[src/rtl/uart_pkg.sv]
// Shared types and constants for the UART transmit path.
// Imported by the baud tick generator and the TX FIFO controller.
package uart_pkg;

    typedef enum logic [2:0] {
        IDLE,
        FETCH,
        LOAD,
        START,
        DATA,
        PARITY,
        STOP
    } tx_state_t;

    localparam logic UART_IDLE_LVL = 1'b1;
    localparam int   CLK_DIV_DEF   = 434;
    localparam int   BAUD_W_DEF    = $clog2(CLK_DIV_DEF);

    function automatic int baud_w(input int div);
        return (div < 2) ? 1 : $clog2(div);
    endfunction

endpackage

[src/rtl/uart_baud_tick.sv]
// Bit-period counter: counts 0..CLK_DIV-1, ticks on the last clock
// of each bit, and restarts from zero on a synchronous clear.
module uart_baud_tick
    import uart_pkg::*;
#(
    parameter int  CLK_DIV = CLK_DIV_DEF,
    localparam int CW      = baud_w(CLK_DIV)
) (
    input  logic          clk,
    input  logic          rst,
    input  logic          clr,
    output logic [CW-1:0] count,
    output logic          tick
);

    localparam logic [CW-1:0] LAST = CW'(CLK_DIV - 1);

    assign tick = (count == LAST);

    always_ff @(posedge clk) begin
        if (rst || clr) begin
            count <= '0;
        end else if (tick) begin
            count <= '0;
        end else begin
            count <= count + CW'(1);
        end
    end

endmodule

[src/rtl/uart_tx_fifo_ctrl.sv]
// Pops bytes from the TX scfifo and shifts them out on ser_tx as
// 8N1 frames (optional even parity), back-to-back when data is queued.
module uart_tx_fifo_ctrl
    import uart_pkg::*;
#(
    parameter int CLK_DIV   = CLK_DIV_DEF,
    parameter bit PARITY_EN = 1'b0,
    parameter int DATA_W    = 8
) (
    input  logic              clk,
    input  logic              rst,
    input  logic              tx_en,
    input  logic              fifo_empty,
    input  logic [DATA_W-1:0] fifo_q,
    output logic              fifo_rdreq,
    output logic              ser_tx,
    output logic              tx_busy,
    output logic              tx_done
);

    localparam int CW = baud_w(CLK_DIV);
    localparam int IW = (DATA_W > 1) ? $clog2(DATA_W) : 1;

    localparam logic [CW-1:0] PRE_LAST = CW'(CLK_DIV - 2);
    localparam logic [IW-1:0] BIT_LAST = IW'(DATA_W - 1);

    tx_state_t         state;
    logic [DATA_W-1:0] shreg;
    logic [IW-1:0]     bit_idx;
    logic              parity;
    logic              tick;
    logic              baud_clr;
    logic [CW-1:0]     baud_cnt;
    logic              next_ok;

    assign baud_clr   = (state == IDLE) || (state == FETCH) || (state == LOAD);
    assign fifo_rdreq = (state == FETCH);
    assign next_ok    = tx_en && !fifo_empty;

    uart_baud_tick #(
        .CLK_DIV (CLK_DIV)
    ) u_baud (
        .clk   (clk),
        .rst   (rst),
        .clr   (baud_clr),
        .count (baud_cnt),
        .tick  (tick)
    );

    always_ff @(posedge clk) begin
        if (rst) begin
            state   <= IDLE;
            ser_tx  <= UART_IDLE_LVL;
            tx_busy <= 1'b0;
            tx_done <= 1'b0;
            bit_idx <= '0;
            shreg   <= '0;
            parity  <= 1'b0;
        end else begin
            // registered so the pulse lands on the final stop-bit clock
            tx_done <= (state == STOP) && (baud_cnt == PRE_LAST);
            unique case (state)
                IDLE: begin
                    if (next_ok) begin
                        state   <= FETCH;
                        tx_busy <= 1'b1;
                    end
                end
                FETCH: state <= LOAD;
                LOAD: begin
                    shreg   <= fifo_q;
                    parity  <= ^fifo_q;
                    bit_idx <= '0;
                    ser_tx  <= ~UART_IDLE_LVL;
                    state   <= START;
                end
                START: begin
                    if (tick) begin
                        ser_tx <= shreg[0];
                        state  <= DATA;
                    end
                end
                DATA: begin
                    if (tick) begin
                        if (bit_idx == BIT_LAST) begin
                            if (PARITY_EN) begin
                                ser_tx <= parity;
                                state  <= PARITY;
                            end else begin
                                ser_tx <= UART_IDLE_LVL;
                                state  <= STOP;
                            end
                        end else begin
                            shreg   <= shreg >> 1;
                            ser_tx  <= shreg[1];
                            bit_idx <= bit_idx + IW'(1);
                        end
                    end
                end
                PARITY: begin
                    if (tick) begin
                        ser_tx <= UART_IDLE_LVL;
                        state  <= STOP;
                    end
                end
                STOP: begin
                    if (tick) begin
                        if (next_ok) begin
                            state <= FETCH;
                        end else begin
                            state   <= IDLE;
                            tx_busy <= 1'b0;
                        end
                    end
                end
                default: state <= IDLE;
            endcase
        end
    end

    a_no_pop_empty: assert property (
        @(posedge clk) disable iff (rst) fifo_rdreq |-> !fifo_empty
    );

endmodule

[config.mk]
export PLATFORM = sky130hd
export DESIGN_NAME = uart_tx_fifo_ctrl
export DESIGN_NICKNAME = d
export VERILOG_FILES = /design/src/rtl/uart_pkg.sv /design/src/rtl/uart_baud_tick.sv /design/src/rtl/uart_tx_fifo_ctrl.sv
export SDC_FILE = /design/constraint.sdc
export NUM_CORES = 1
export LEC_CHECK = 0
export ABC_AREA = 1
export BUFFER_PORTS_ARGS = -buffer_cell sky130_fd_sc_hd__buf_2
export CAP_MARGIN = 5
export CORE_MARGIN = 5
export CORE_UTILIZATION = 49
export CTS_BUF_LIST = sky130_fd_sc_hd__clkbuf_4 sky130_fd_sc_hd__clkbuf_8
export DETAILED_ROUTE_END_ITERATION = 7
export GPL_ROUTABILITY_DRIVEN = 0
export GPL_TIMING_DRIVEN = 0
export PLACE_DENSITY_LB_ADDON = 0.25
export SLEW_MARGIN = 20
export SYNTH_ARGS = -nofsm -noshare
export SYNTH_HDL_FRONTEND = slang
export SYNTH_HIERARCHICAL = 1
export SYNTH_SLANG_ARGS = --single-unit
[constraint.sdc]
create_clock -name clk -period 2.37 [get_ports clk]
set_clock_uncertainty 0.1 [all_clocks]
set_input_delay 0.474 -clock clk [delete_from_list [all_inputs] [get_ports clk]]
set_output_delay 0.474 -clock clk [all_outputs]
set_load 0.05 [all_outputs]
==> impl_metrics.tcl <==
set metrics [dict create \
    status "finished, final reports clean" \
    min_from "rst" \
    placed_cells 255 \
    viasPerCell 4.98 \
    die_height_um 64.5 \
    drv_cap 0 \
    synthTopCellsByArea "dfxtp_1, nand2_1, nor2_1" \
    cts.sinks 26 \
    grt_pass1_wl_mm 4.53 \
    slew_headroom_pct 81.2 \
    nets 245 \
    portBuffers 15 \
    r2r_cells 11 \
    layout-drive-gt1-share_pct 23.2 \
    route.detailed.wl_per_inst_um 10.5 \
    cts_tree "done" \
    crit_arrival_ps 1280 \
    die_x_um 64.5 \
    worstMarginPinSlew_ps 282 \
    insertedDiodeCount 0 \
    post-route-period-util_pct 78.3 \
    end_kind "output pin" \
    clk_pin_slew_ps 150 \
    mostFrequentLayoutCell "nand2_1" \
    yosys_warnings 6 \
    power_leakage_nw 0.649 \
    cp_max_fo 6 \
    layout.area.seq_um2 520 \
    final_cells 259 \
    ioPinCount 16 \
    clock_latency_ps 320 \
    reg2reg_slack_ps 620 \
    setup_viol_count_final 0 \
    grt_pass1_vias 1074 \
    synth.distinct_cells 26 \
    cts_resized 0 \
    gr-total-overflow 0 \
    hold_violations 0 \
    max_freq_ghz 0.539 \
    vias 1290 \
    cp.required_ps 1800 \
    wl_mm 2.71 \
    final_util_pct 57.9 \
    ant_nets 0 \
    holdWs_ps 292 \
    coreArea_mm2 0.00281 \
    dpl.hpwl_mm 2.06 \
    min_period_ps 1860 \
    r2r-start "u_baud/count[0]" \
    antenna_found_initial 0 \
    drcViolationCount 0 \
    crit_type "register to output pin" \
    synthCells 209 \
    syn_nets 225 \
    synthDominantCellAreaShare_pct 35.7 \
    peakVddDrop_mv 0.454 \
    nFillCells 274 \
    drtIter0Drc 58 \
    num_rows 19 \
    htree_num_levels 1 \
    numCtsBuffers 3 \
    mostFrequentLayoutCells "nand2_1, nor2_1, dfxtp_1, inv_1, nand3_1" \
    rr_endpoint "shreg[1]" \
    power.density_mw_per_mm2 752 \
    synth_top_area_cell "dfxtp_1" \
    tns_ps 0 \
    grt_usage_pct 13.4 \
    syn_avg_cell_area_um2 6.97 \
    fin_total_pwr_mw 1.22 \
    start_util_pct 52.0 \
    hold_buffers 0 \
    syn_to_final_growth_pct 11.4 \
    dieArea_mm2 0.00417 \
    cp-endpoint "fifo_rdreq" \
    drt_first_pass_iters 4 \
    hold_path.class "input pin to register" \
    multi_input_area_um2 797 \
    grt_max_degree 16 \
    ys_seq_elements 26 \
    mappedNetlistArea_mm2 0.00146 \
    cts_setup_buffers 0 \
    cp-start-kind "register" \
    ys_seq_area_share_pct 35.7 \
    crit_start "state[1]" \
    maxSlewViolCount 0 \
    cts_max_path_buffers 2 \
    rsz0062_at_grt "false" \
    root_buffer "clkbuf_4" \
]
==> per-stage QoR <==
stage / setup slack [ps] / instance area (µm²)
after floorplan: 798 / 1460
after global placement: 646 / 1570
after detailed placement: 636 / 1570
after CTS: 518 / 1620
after global routing: 430 / 1620
final: 513 / 1620
==> critical path, stage by stage, from the launching register on <==
cell     delay [ps]
dfxtp_1         510
inv_2           100
nand3_1         110
inv_1            40
buf_2           200
==> flip-flops by register name, summed over array words and instances, names as in the netlist <==
name          flops
u_baud/count      9
bit_idx           3
ser_tx            1
state             3
tx_done           1
tx_busy           1
shreg             8
==> cell families (layout without fill, tap and decap cells) <==
| group | Yosys count | count (layout) | synth area share [%] |
|---|---|---|---|
| buffers and inverters | 30 | 49 | 9.61 |
| DFF | 26 | 26 | 35.7 |
| xor gates and xnor gates | 2 | 2 | 1.20 |
| AOI/OAI and AO/OA | 34 | 34 | 14.2 |
| and+or+nand+nor | 113 | 113 | 35.9 |
| adders and majority gates | 4 | 4 | 3.43 |
==> routing by layer <==
layer,vias up,routed length (µm),global-route usage [%]
li1,701,-,-
met1,569,1450,18.3
met2,18,1150,21.4
met3,2,89,2.59
met4,0,19,3.96
met5,-,0,0
==> where the power goes <==
group	switching (mW)	internal, mW
logic	0.252	0.132
clock network	0.140	0.171
registers	0.0334	0.493
total	0.425	0.796
==> synthesized netlist by cell type, drive strengths merged <==
library cell / n
o21bai: 2
xnor2: 1
nor4: 1
inv: 25
nand3: 21
buf: 5
xor2: 1
nor3: 2
ha: 4
o21ai: 17
dfxtp: 26
a21oi: 14
nand2: 52
nor2: 37
o22ai: 1
==> worst min-delay path by stage <==
stage                          end  slack, ps  cells after the start
after floorplan           shreg[2]        330                      2
after global placement    shreg[4]        340                      2
after detailed placement  shreg[2]        340                      2
after CTS                 state[2]        290                      2
after global routing      state[1]        280                      2
final                     state[2]        290                      2
==> cell type report <==
cell class              instances  share of cell area [%]
multi-input cells             153                    49.1
flip-flops and latches         26                    32.0
inverters                      25                    5.78
repair buffers                 15                    4.62
plain buffers                   5                    2.85
well taps                      31                    2.39
clock inverters                 1                    1.85
clock buffers                   3                    1.39
No activity file was read; power rests on OpenSTA's default activity.
